**src/rtl/dr32e_pkg.sv**
```systemverilog
// Shared types for the dr32e decode-stage sequencer.
package dr32e_pkg;

  typedef enum logic [1:0] {RV32MNone, RV32MSlow, RV32MFast} rv32m_e;

  typedef enum logic [0:0] {ID_FIRST, ID_MULTI} id_state_e;

  typedef enum logic [2:0] {
    MC_NONE,
    MC_MULTDIV,
    MC_LSU,
    MC_JUMP,
    MC_BRANCH
  } mc_kind_e;

  localparam int unsigned STALL_CNT_W = 32;

endpackage

```
**src/rtl/dr32e_sat_counter.sv**
```systemverilog
// Saturating up-counter with synchronous active-low clear.
module dr32e_sat_counter #(
  parameter int unsigned WIDTH = 32
) (
  input  logic             clk_i,
  input  logic             clr_ni,
  input  logic             en_i,
  output logic [WIDTH-1:0] count_o
);

  always_ff @(posedge clk_i) begin
    if (!clr_ni) begin
      count_o <= '0;
    end else if (en_i && (count_o != '1)) begin
      count_o <= count_o + WIDTH'(1);
    end
  end

endmodule

```
**src/rtl/dr32e_id_seq.sv**
```systemverilog
// Decode-stage instruction sequencer: single/multi-cycle issue and completion.
// Optional stall-cycle counter built when DR32E_ID_PERF_CNT_EN is defined.
module dr32e_id_seq
  import dr32e_pkg::*;
#(
  parameter rv32m_e RV32M = RV32MFast
) (
  input  logic        clk_i,
  input  logic        rst_ni,
  input  logic        instr_valid_i,
  input  logic        flush_i,
  input  logic        illegal_insn_i,
  input  logic        mult_en_i,
  input  logic        div_en_i,
  input  logic        data_req_i,
  input  logic        jump_in_dec_i,
  input  logic        branch_in_dec_i,
  input  logic        branch_taken_i,
  input  logic        multdiv_done_i,
  input  logic        lsu_resp_valid_i,
  output logic        instr_first_cycle_o,
  output logic        id_in_ready_o,
  output logic        instr_done_o,
  output logic        exc_req_o,
  output logic        multdiv_start_o,
  output logic        lsu_req_o,
  output logic        jump_set_o,
  output logic        branch_set_o,
  output logic        stall_o,
  output logic [31:0] stall_cycles_o
);

  localparam logic MULTDIV_LEGAL = (RV32M != RV32MNone);

  id_state_e state_q, state_d;
  mc_kind_e  kind_q, kind_d;

  logic multdiv_insn;
  logic illegal_eff;
  logic mc_complete;

  always_ff @(posedge clk_i) begin
    if (!rst_ni) begin
      state_q <= ID_FIRST;
      kind_q  <= MC_NONE;
    end else begin
      state_q <= state_d;
      kind_q  <= kind_d;
    end
  end

  always_comb begin
    state_d             = state_q;
    kind_d              = kind_q;
    instr_first_cycle_o = 1'b0;
    id_in_ready_o       = 1'b0;
    instr_done_o        = 1'b0;
    exc_req_o           = 1'b0;
    multdiv_start_o     = 1'b0;
    lsu_req_o           = 1'b0;
    jump_set_o          = 1'b0;
    branch_set_o        = 1'b0;
    stall_o             = 1'b0;

    multdiv_insn = mult_en_i | div_en_i;
    illegal_eff  = illegal_insn_i | (multdiv_insn & ~MULTDIV_LEGAL);

    // Jump/branch tails (and a stray MC_NONE) finish after one cycle.
    unique case (kind_q)
      MC_MULTDIV: mc_complete = multdiv_done_i;
      MC_LSU:     mc_complete = lsu_resp_valid_i;
      default:    mc_complete = 1'b1;
    endcase

    if (!rst_ni) begin
      state_d = ID_FIRST;
      kind_d  = MC_NONE;
    end else begin
      instr_first_cycle_o = (state_q == ID_FIRST) & instr_valid_i;
      stall_o             = (state_q == ID_MULTI) & ~mc_complete;

      if (flush_i) begin
        state_d       = ID_FIRST;
        kind_d        = MC_NONE;
        id_in_ready_o = 1'b1;
      end else if (state_q == ID_FIRST) begin
        if (!instr_valid_i) begin
          id_in_ready_o = 1'b1;
        end else if (illegal_eff) begin
          exc_req_o = 1'b1;
        end else if (multdiv_insn) begin
          multdiv_start_o = 1'b1;
          state_d         = ID_MULTI;
          kind_d          = MC_MULTDIV;
        end else if (data_req_i) begin
          lsu_req_o = 1'b1;
          state_d   = ID_MULTI;
          kind_d    = MC_LSU;
        end else if (jump_in_dec_i) begin
          jump_set_o = 1'b1;
          state_d    = ID_MULTI;
          kind_d     = MC_JUMP;
        end else if (branch_in_dec_i && branch_taken_i) begin
          branch_set_o = 1'b1;
          state_d      = ID_MULTI;
          kind_d       = MC_BRANCH;
        end else begin
          instr_done_o  = 1'b1;
          id_in_ready_o = 1'b1;
        end
      end else if (mc_complete) begin
        instr_done_o  = 1'b1;
        id_in_ready_o = 1'b1;
        state_d       = ID_FIRST;
        kind_d        = MC_NONE;
      end
    end
  end

`ifdef DR32E_ID_PERF_CNT_EN
  dr32e_sat_counter #(
    .WIDTH(STALL_CNT_W)
  ) u_stall_cnt (
    .clk_i  (clk_i),
    .clr_ni (rst_ni),
    .en_i   (stall_o),
    .count_o(stall_cycles_o)
  );
`else
  assign stall_cycles_o = '0;
`endif

endmodule

```
**config.mk**
```make
export PLATFORM = sky130hd
export DESIGN_NAME = dr32e_id_seq
export DESIGN_NICKNAME = d
export VERILOG_FILES = /design/src/rtl/dr32e_pkg.sv /design/src/rtl/dr32e_sat_counter.sv /design/src/rtl/dr32e_id_seq.sv
export SDC_FILE = /design/constraint.sdc
export NUM_CORES = 1
export LEC_CHECK = 0
export ABC_AREA = 1
export BUFFER_PORTS_ARGS = -buffer_cell sky130_fd_sc_hd__buf_2
export CORE_ASPECT_RATIO = 1.1
export CORE_UTILIZATION = 39
export CTS_BUF_LIST = sky130_fd_sc_hd__clkbuf_4
export DETAILED_ROUTE_END_ITERATION = 10
export GPL_ROUTABILITY_DRIVEN = 0
export PLACE_DENSITY = 0.91
export SETUP_SLACK_MARGIN = 0.2
export SYNTH_ARGS = -nofsm -noshare
export SYNTH_HDL_FRONTEND = slang
export SYNTH_SLANG_ARGS = --single-unit
```
**constraint.sdc**
```tcl
create_clock -name clk_i -period 1.3 [get_ports clk_i]
set_input_delay 0.13 -clock clk_i [delete_from_list [all_inputs] [get_ports clk_i]]
set_output_delay 0.13 -clock clk_i [all_outputs]
set_load 0.02 [all_outputs]
```
==> results.md, run 1 <==
* Status: complete, but fails checks
* Failing checks: setup timing
* CTS buffer count at 3
* Setup ws final at -82.88 ps
* CTS Hold Bufs at 0
* Syn_area_per_cell at between 6 and 7 µm²
* Via density per instance at around 4.3
* CTS tree: built
* Synth warn at 0
* Worst Path Arrival at roughly 1300 ps
* Hold Violations, Final at 0
* Antenna-violating nets left at 0
* Worst skew pair latency at between 200 and 300 ps
* Mapped Area at 629.4 µm²
* Die H at 44.13 µm
* Die area at 0.001778 mm²
* Core Box Area at 0.001436 mm²
* Final Slew Violations at 0
* Post-Synthesis Cells at between 90 and 100
* Power per cell area at 675.7 mW/mm²
* Tcrit/Tclk final at 106.4%
* Initial antenna violation count at 0
* Gr ovfl total at 0
* Yosys reg bits at 4
* RSZ-0062 raised after global routing: true
* Placed Instances at 134
* DR DRC count at 0
* Maxcap violations at 0
* # rows at 14
* DP Wirelength at 903.8 µm
* Clk slew on worst S/H paths at 40 ps
* Share of post-route cells with drive strength above 1 at 41.94%
* Vias in the first global route at roughly 490
* Shortest period the worst path allows at ~1400 ps
* DRT iter0 DRCs at 26
* WP data required at 1170 ps
* Non-filler cells, final at 140
* Wire length per cell at 9.014 µm
* Fin area at 745.7 µm²
* GRT Util Overall at between 10% and 20%
* Leakage power at 0.4215 nW
* Largest net degree at the start of global routing at 8
* Pre-antenna DRT Iters at 4
* Tightest Hold Check Type: in -> reg
* Die Span X at around 40 µm
* Clock Skews at around 5.6 ps
* N_diodes at 0
* Clock Tree Buf Depth at 2
* Initial Utilization at about 44%
* Clk sinks at 4
* Slowest CP cell: dfxtp_2
* CP top delay family: flip-flops
* Crit-path max FO at 5
* Layout net count at around 140
* Setup CP Type: reg -> out
* IO Count at between 50 and 60
* H-tree depth reported by CTS at 1
* Crit start category: flop
* Final TNS setup at -251.7 ps
* Worst Path Buf+Inv at 2
* Fmax at between 0.7 and 0.8 GHz
* Crit-path max cell delay at 330 ps
* Crit. End Element: output pin
* First-pass GRT wire length at 1911 µm
* Distinct cells, synth at 20
* Via count at about 600
* Worst VDD drop at 0.3890 mV
* Endpoints failing setup at 6
* Sequential area share after synthesis at ~13%
* DP Area at 659.4 µm²
* Total Wirelength at 1262 µm
* Port Buffers at 21
* Clk root buf: clkbuf_4
* Area delta synth->final at 18.49%
* Critical path cell sequence: inv_2 > nand2_2 > nand3_4 > o211ai_1 > a21oi_2 > buf_4
==> timing repair <==
action / CTS / global route
setup endpoints to repair: 12 / 10
hold endpoints to repair: 0 / 0
pin swaps: 5 / 3
buffers inserted: 2 / 1
gates resized for setup: 15 / 2
==> cells in the final DEF, fill, tap and decap left out <==
cell type  count
buf_4         10
clkbuf_4       3
o211ai_1       1
nor2_4         1
inv_1         10
nor3_2         2
a21oi_2        2
a21oi_1        1
buf_2         16
nand2_1        9
nor4_2         1
nor2_2         4
inv_2          1
o21ai_4        1
dfxtp_2        2
inv_4          1
nand2_2        4
conb_1        32
dfxtp_4        1
o21ai_2        1
nor2_1        14
nand4_1        2
dfxtp_1        1
nand3_1        1
nand3_4        2
o22ai_1        1
==> flip-flops by register name (all words and copies together) (netlist names) <==
signal   count
kind_q       3
state_q      1
==> synth_stat cells, drive strengths merged <==
library cell   n  share of area (%)
nor2          19                 14
o21ai          2                4.0
buf           32                 38
o22ai          1               0.99
nand2         13                8.2
nand3          3                6.4
o211ai         1                1.2
inv           12                7.2
a21oi          3                2.4
nor3           2                1.6
conb           1               0.60
nand4          2                2.0
nor4           1               0.99
dfxtp          4                 13
==> tightest hold or removal path: stages <==
cell and delay, ps:
buf_2 100, nor4_2 40, nor2_1 70, nor2_1 50
==> per-stage QoR <==
step / util [%] / hold WS [ps] / total power [mW] / setup WS [ps]
4_1_cts: 51.05 / 195.1 / 0.4983 / -74.31
3_3_place_gp: 45.91 / 437.8 / 0.3188 / 74.82
2_1_floorplan: - / 309.7 / 0.3548 / 182.0
6_report: 51.92 / 188.7 / 0.5038 / -82.88
5_1_grt: 51.92 / 207.9 / 0.5429 / -145.9
3_5_place_dp: 45.91 / 445.0 / 0.3216 / 35.26
==> cell families after synthesis <==
group | share of synthesized area (%)
DFF | 12.72
buffers and inverters | 45.33
and+or+nand+nor | 32.80
other | 0.5958
AOI/OAI and AO/OA | 8.550
==> where the power goes <==
group	switching (mW)	total, mW	leakage (nW)	internal [mW]
clock	0.0651	0.169	0.0138	0.104
sequential	0.00576	0.133	0.0342	0.127
combinational	0.152	0.202	0.373	0.0493
total	0.223	0.504	0.421	0.281
==> final cells by class <==
class,instances,area (µm²)
inverter,12,47.55
fill,157,690.7
sequential,4,86.33
tap,16,20.02
clock buffer,3,22.52
multi-input combinational,79,414.1
timing repair buffer,26,155.1
==> metal layers <==
metal	wire (µm)	track usage [%]	share of wire [%]	up-vias
met5	0	0	0	-
met4	17	6.000	1.3	0
met3	145	7.538	11	4
met2	640	26.77	51	47
met1	458	17.59	36	254
li1	-	-	-	291
==> worst paths after layout <==
kind | cells past startpoint | slack (ps) | from | endpoint
max | 6 | -80 | kind_q[1] | instr_done_o
min reg2reg | 4 | 550 | kind_q[0] | kind_q[0]
min | 4 | 190 | mult_en_i | kind_q[1]
max reg2reg | 7 | 280 | state_q | kind_q[0]
(Power assumes the default switching activity.)
==> run 2: changes to the inputs <==
--- a/config.mk
+++ b/config.mk
@@ -7,12 +7,14 @@
 export LEC_CHECK = 0
 export ABC_AREA = 1
 export BUFFER_PORTS_ARGS = -buffer_cell sky130_fd_sc_hd__buf_2
+export CELL_PAD_IN_SITES_DETAIL_PLACEMENT = 1
+export CELL_PAD_IN_SITES_GLOBAL_PLACEMENT = 1
 export CORE_ASPECT_RATIO = 1.1
-export CORE_UTILIZATION = 39
+export CORE_UTILIZATION = 24
 export CTS_BUF_LIST = sky130_fd_sc_hd__clkbuf_4
 export DETAILED_ROUTE_END_ITERATION = 10
 export GPL_ROUTABILITY_DRIVEN = 0
-export PLACE_DENSITY = 0.91
+export PLACE_DENSITY = 0.9
 export SETUP_SLACK_MARGIN = 0.2
 export SYNTH_ARGS = -nofsm -noshare
 export SYNTH_HDL_FRONTEND = slang
==> results.md, run 2 (synthesis gave the netlist of run 1 again) <==
* Status: complete, but fails checks (unchanged)
* Failing checks: setup timing (unchanged)
* CTS Hold Bufs at 0 (unchanged)
* Die H at 55.71 µm (was 44.13 µm)
* Total Wirelength at 1552 µm (was 1262 µm)
* IO Count at 54 (unchanged)
* Share of post-route cells with drive strength above 1 at 47.66% (was 41.94%)
* Hold Violations, Final at 0 (unchanged)
* Total power at 505.4 µW (was 503.8 µW)
* Final Slew Violations at 0 (unchanged)
* GRT Util Overall at 11.59% (was 16.22%)
* Initial antenna violation count at 0 (unchanged)
* RSZ-0062 raised after global routing: true (unchanged)
* Worst VDD drop at 0.2289 mV (was 0.3890 mV)
* Largest register by flop count: kind_q (unchanged)
* Maxcap violations at 0 (unchanged)
* WP data required at 1170 ps (about the same)
* Commonest cells after routing, fill and taps aside: conb_1 (32), buf_4 (14), buf_2 (13) (was conb_1 (32), buf_2 (16), nor2_1 (14))
* Pre-antenna DRT Iters at 2 (was 4)
* Die Span X at 50.83 µm (was 40.30 µm)
* Via count at 615 (was 596)
* First-pass GRT wire length at 2490 µm (was 1911 µm)
* Vias in the first global route at 587 (was 486)
* Area delta synth->final at 32.80% (was 18.49%)
* Tcrit/Tclk final at 102.7% (was 106.4%)
* Regs by FF count: kind_q: 3 flops, state_q: 1 flops (unchanged)
* Final TNS setup at -91.82 ps (was -251.7 ps)
* Reg-to-reg slack, setup at 40 ps (was 280 ps)
* Crit-path max FO at 4 (was 5)
* Non-filler cells, final at 159 (was 140)
* DR DRC count at 0 (unchanged)
* Gr ovfl total at 0 (unchanged)
* Largest register FFs at 3 (unchanged)
* DRT iter0 DRCs at 2 (was 26)
* N_diodes at 0 (unchanged)
* H-tree depth reported by CTS at 1 (unchanged)
* Layout Utilization at 33.48% (was 51.92%)
* Clk sinks at 4 (unchanged)
* Leakage power at 0.4465 nW (was 0.4215 nW)
* # rows at 19 (was 14)
* Shortest period the worst path allows at 1336 ps (was 1383 ps)
* Wire length per cell at 9.761 µm (was 9.014 µm)
* Port Buffers at 21 (unchanged)
* Placed Instances at 150 (was 134)
* Clock Skews at 3.462 ps (was 5.571 ps)
* Worst Path Arrival at 1210 ps (was 1250 ps)
* Via density per instance at 3.868 (was 4.257)
* Tightest Hold Check Type: in -> reg (unchanged)
* CTS buffer count at 3 (unchanged)
* Clock Tree Buf Depth at 2 (unchanged)
* CTS tree: built (unchanged)
* Clk slew on worst S/H paths at 40 ps (about the same)
* Setup CP Type: reg -> out (unchanged)
* Antenna-violating nets left at 0 (unchanged)
* Power per cell area at 604.7 mW/mm² (was 675.7 mW/mm²)
* Initial Utilization at 25.21% (was 43.82%)
* Crit. End Element: output pin (unchanged)
* Clk root buf: clkbuf_4 (unchanged)
* Largest net degree at the start of global routing at 7 (was 8)
* Commonest non-fill, non-tap cell in the layout: conb_1 (unchanged)
* DP Wirelength at 1148 µm (was 903.8 µm)
* Endpoints failing setup at 3 (was 6)
* Fmax at 0.7488 GHz (was 0.7231 GHz)
* Worst skew pair latency at 240 ps (was 250 ps)
* Crit start category: flop (unchanged)
* Core Box Area at 0.002496 mm² (was 0.001436 mm²)
* Setup ws final at -35.54 ps (was -82.88 ps)
* Layout net count at 143 (was 139)
* Die area at 0.002831 mm² (was 0.001778 mm²)
[run 2: changes by cell type in the layout (fill, tap and decap cells not counted), sizes merged]
cell / delta
buf: +4
[run 2: worst max-delay path, cell delays in order (launching register included)]
cell	delay (ps)
dfxtp_4	390
inv_6	40
nor2_4	90
nand3_4	100
o211ai_1	120
a21oi_2	50
buf_4	160
[run 2: power breakdown]
part           leakage [nW]  switching (mW)  internal, mW
Clock                0.0138          0.0504         0.103
Sequential           0.0345         0.00693         0.126
Combinational         0.398           0.160        0.0586
Total                 0.447           0.218         0.288
[run 2: cell type report]
type | count | area (µm²)
Fill cell | 335 | 1660
Multi-Input combinational cell | 79 | 431.7
Sequential cell | 4 | 88.84
Inverter | 12 | 50.05
Tap cell | 31 | 38.79
Clock buffer | 3 | 22.52
Timing Repair Buffer | 30 | 203.9
[run 2: worst paths after layout]
check,from,to,cells after the start
max,state_q,instr_done_o,6
min,mult_en_i,kind_q[1],4
max reg2reg,state_q,kind_q[1],9
min reg2reg,kind_q[2],kind_q[2],4
[run 2: routing by layer]
| metal | vias up | routed length, µm | GRT usage [%] |
|---|---|---|---|
| met3 | 2 | 97 | 2.186 |
| met1 | 284 | 569 | 12.77 |
| met5 | - | 0 | 0 |
| li1 | 297 | - | - |
| met4 | 0 | 22 | 7.540 |
| met2 | 32 | 863 | 19.81 |
[run 2: timing repair]
| item | in CTS | in global routing |
|---|---|---|
| gates resized for setup | 26 | 5 |
| setup buffers | 6 | 0 |
| pin swaps | 7 | 5 |
| endpoints found under the setup margin | 12 | 13 |
[run 2: metrics by stage]
| step | hold WS [ps] | cell area, µm² | setup slack (ps) |
|---|---|---|---|
| after floorplan | 309.7 | 759.5 | 182.0 |
| after global placement | 443.4 | 685.7 | 35.14 |
| after detailed placement | 461.6 | 685.7 | 14.63 |
| after CTS | 219.7 | 818.3 | -30.29 |
| after global routing | 250.1 | 835.8 | -97.02 |
| final | 237.8 | 835.8 | -35.54 |
==> run 3: changes to the inputs <==
--- a/config.mk
+++ b/config.mk
@@ -15,6 +15,7 @@
 export DETAILED_ROUTE_END_ITERATION = 10
 export GPL_ROUTABILITY_DRIVEN = 0
 export PLACE_DENSITY = 0.9
+export RECOVER_POWER = 25
 export SETUP_SLACK_MARGIN = 0.2
 export SYNTH_ARGS = -nofsm -noshare
 export SYNTH_HDL_FRONTEND = slang
==> constraint.sdc (replaced) <==
create_clock -name clk_i -period 1.5 [get_ports clk_i]
set_input_delay 0.15 -clock clk_i [delete_from_list [all_inputs] [get_ports clk_i]]
set_output_delay 0.15 -clock clk_i [all_outputs]
set_load 0.02 [all_outputs]
==> results.md, run 3 (synthesis gave the netlist of run 1 again) <==
* Area occupied by multi-input gates at 395.4 µm² (was 431.7 µm²)
* H-tree depth reported by CTS at 1 (unchanged)
* Via density per instance at 3.667 (was 3.868)
* Commonest non-fill, non-tap cell in the layout: conb_1 (unchanged)
* CTS tree: built (unchanged)
* IO Count at 54 (unchanged)
* Hold WS at 236.1 ps (was 237.8 ps)
* Combinational share of power at 40.8% (was 43.3%)
* Tightest Hold Check Type: in -> reg (unchanged)
* Internal at 240.0 µW (was 287.8 µW)
* Largest net degree at the start of global routing at 8 (was 7)
* Commonest cells after routing, fill and taps aside: conb_1 (32), buf_2 (15), nor2_1 (14) (was conb_1 (32), buf_4 (14), buf_2 (13))
* Fmax at around 0.74 GHz
* Via count at 572 (was 615)
* Worst Path Arrival at 1200 ps (was 1210 ps)
* Regs by FF count: kind_q: 3 flops, state_q: 1 flops (unchanged)
* FF-to-FF path depth at 8 (was 9)
* DP Wirelength at 1117 µm (was 1148 µm)
* Die Span X at 50.83 µm (unchanged)
* Shortest period the worst path allows at 1349 ps
* Endpoints failing setup at 0 (was 3)
* GRT Util Overall at 9.983% (was 11.59%)
* DP Area at 664.4 µm² (was 685.7 µm²)
* Initial Utilization at 25.21% (unchanged)
* Tcrit/Tclk final at 89.91%
* Clock Skews at 3.063 ps (was 3.462 ps)
* Largest register FFs at 3 (unchanged)
* RSZ-0062 raised after global routing: true (unchanged)
* # rows at 19 (unchanged)
* Clk root buf: clkbuf_4 (unchanged)
* Layout fillers at 337 (was 335)
* Maxcap violations at 0 (unchanged)
* Setup CP Type: reg -> out (unchanged)
* Worst skew pair latency at 230 ps (was 240 ps)
* Hold Violations, Final at 0 (unchanged)
* Crit. End Element: output pin (unchanged)
* Hold path depth at 4 (unchanged)
* Wire length per cell at 8.987 µm (was 9.761 µm)
* Die H at 55.71 µm (unchanged)
* WP data required at 1350 ps (was 1170 ps)
* Sequential Power Share at 27.2% (was 26.3%)
* Final Slew Violations at 0 (unchanged)
* FF+latch area at 88.84 µm² (unchanged)
* Total Wirelength at 1402 µm (was 1552 µm)
* Share of post-route cells with drive strength above 1 at 39.20% (was 47.66%)
* Antenna-violating nets left at 0 (unchanged)
* RR Endpoint: kind_q[2] (was kind_q[1])
* Clk pwr share at 32.0% (was 30.4%)
* Area delta synth->final at 20.48% (was 32.80%)
* Crit start category: flop (unchanged)
* Gr ovfl total at 0 (unchanged)
* Clk slew on worst S/H paths at 40 ps (about the same)
* Port Buffers at 21 (unchanged)
* Pre-antenna DRT Iters at 7 (was 2)
* Switching power at 183.1 µW (was 217.6 µW)
* CTS Hold Bufs at 0 (unchanged)
* Layout net count at 140 (was 143)
* Worst VDD drop at 0.1926 mV (was 0.2289 mV)
* DRT iter0 DRCs at 3 (was 2)
* First-pass GRT wire length at 2159 µm (was 2490 µm)
* Power per cell area at 558.0 mW/mm² (was 604.7 mW/mm²)
* Setup ws final at 151.4 ps (was -35.54 ps)
* Status: complete, but fails checks (unchanged)
* Initial antenna violation count at 0 (unchanged)
* CTS buffer count at 3 (unchanged)
* Fin area at 758.2 µm² (was 835.8 µm²)
* Hold Startpoint: flush_i (was mult_en_i)
* Crit-path max FO at 4 (unchanged)
* Largest register by flop count: kind_q (unchanged)
* Die area at 0.002831 mm² (unchanged)
* Core Box Area at 0.002496 mm² (unchanged)
* DR DRC count at 2 (was 0)
* Hold path endpoint: kind_q[1] (unchanged)
* Leakage power at 0.4245 nW (was 0.4465 nW)
* Switching share of power at 43.28% (was 43.05%)
* Reg-to-reg slack, setup at 240 ps (was 40 ps)
* Crit Reg-Reg Startpoint: state_q (unchanged)
* Placement Setup Slack at 234.7 ps (was 14.63 ps)
* Final TNS setup at 0 ps (was -91.82 ps)
* Vias in the first global route at 505 (was 587)
* Failing checks: DRC (was setup timing)
* Clk sinks at 4 (unchanged)
* Clock Tree Buf Depth at 2 (unchanged)
* N_diodes at 0 (unchanged)
-- run 3: stage by stage --
stage | utilization, % | total power, mW | instances
4_1_cts | 29.92 | 0.4258 | 155
5_1_grt | 30.38 | 0.4503 | 156
6_report | 30.38 | 0.4231 | 156
3_3_place_gp | 26.62 | 0.2789 | 149
2_1_floorplan | - | 0.3056 | 127
3_5_place_dp | 26.62 | 0.2798 | 149
-- run 3: metal layers --
| metal | vias up | track usage [%] | wire [µm] |
|---|---|---|---|
| met5 | - | 0 | 0 |
| met4 | 0 | 4.762 | 0 |
| met3 | 0 | 1.639 | 120 |
| met2 | 31 | 16.19 | 657 |
| met1 | 250 | 12.62 | 624 |
| li1 | 291 | - | - |
-- run 3: area by class of cell --
class	instances	area share [%]
tap	31	5.116
sequential	4	11.72
multi-input combinational	79	52.15
timing repair buffer	27	21.78
inverter	12	6.271
clock buffer	3	2.970
-- run 3: worst max path at each step --
stage,end,startpoint,slack [ps]
detailed placement,branch_set_o,state_q,230
CTS,instr_done_o,kind_q[0],120
global route,id_in_ready_o,kind_q[0],90
global placement,branch_set_o,state_q,240
finish,instr_done_o,state_q,150
floorplan,branch_set_o,state_q,210
-- run 3: worst max-delay path: stages (launching register included) --
cell      delay, ps
dfxtp_4         360
inv_4            70
nor2_4           30
nand3_4          90
o211ai_1         90
a21oi_1         150
buf_4           170
-- run 3: power by group through the flow --
| stage | Sequential, mW | Clock, mW | Combinational [mW] |
|---|---|---|---|
| 2_1_floorplan | 0.117 | 0 | 0.189 |
| 3_3_place_gp | 0.117 | 0 | 0.162 |
| 3_5_place_dp | 0.118 | 0 | 0.162 |
| 4_1_cts | 0.116 | 0.140 | 0.171 |
| 5_1_grt | 0.116 | 0.146 | 0.188 |
| 6_report | 0.115 | 0.135 | 0.173 |
-- run 3: timing repair --
item	CTS	global route
gates resized for setup	14	6
hold endpoints to repair	0	0
setup endpoints to repair	9	7
pin swaps	6	7
buffers inserted	3	1
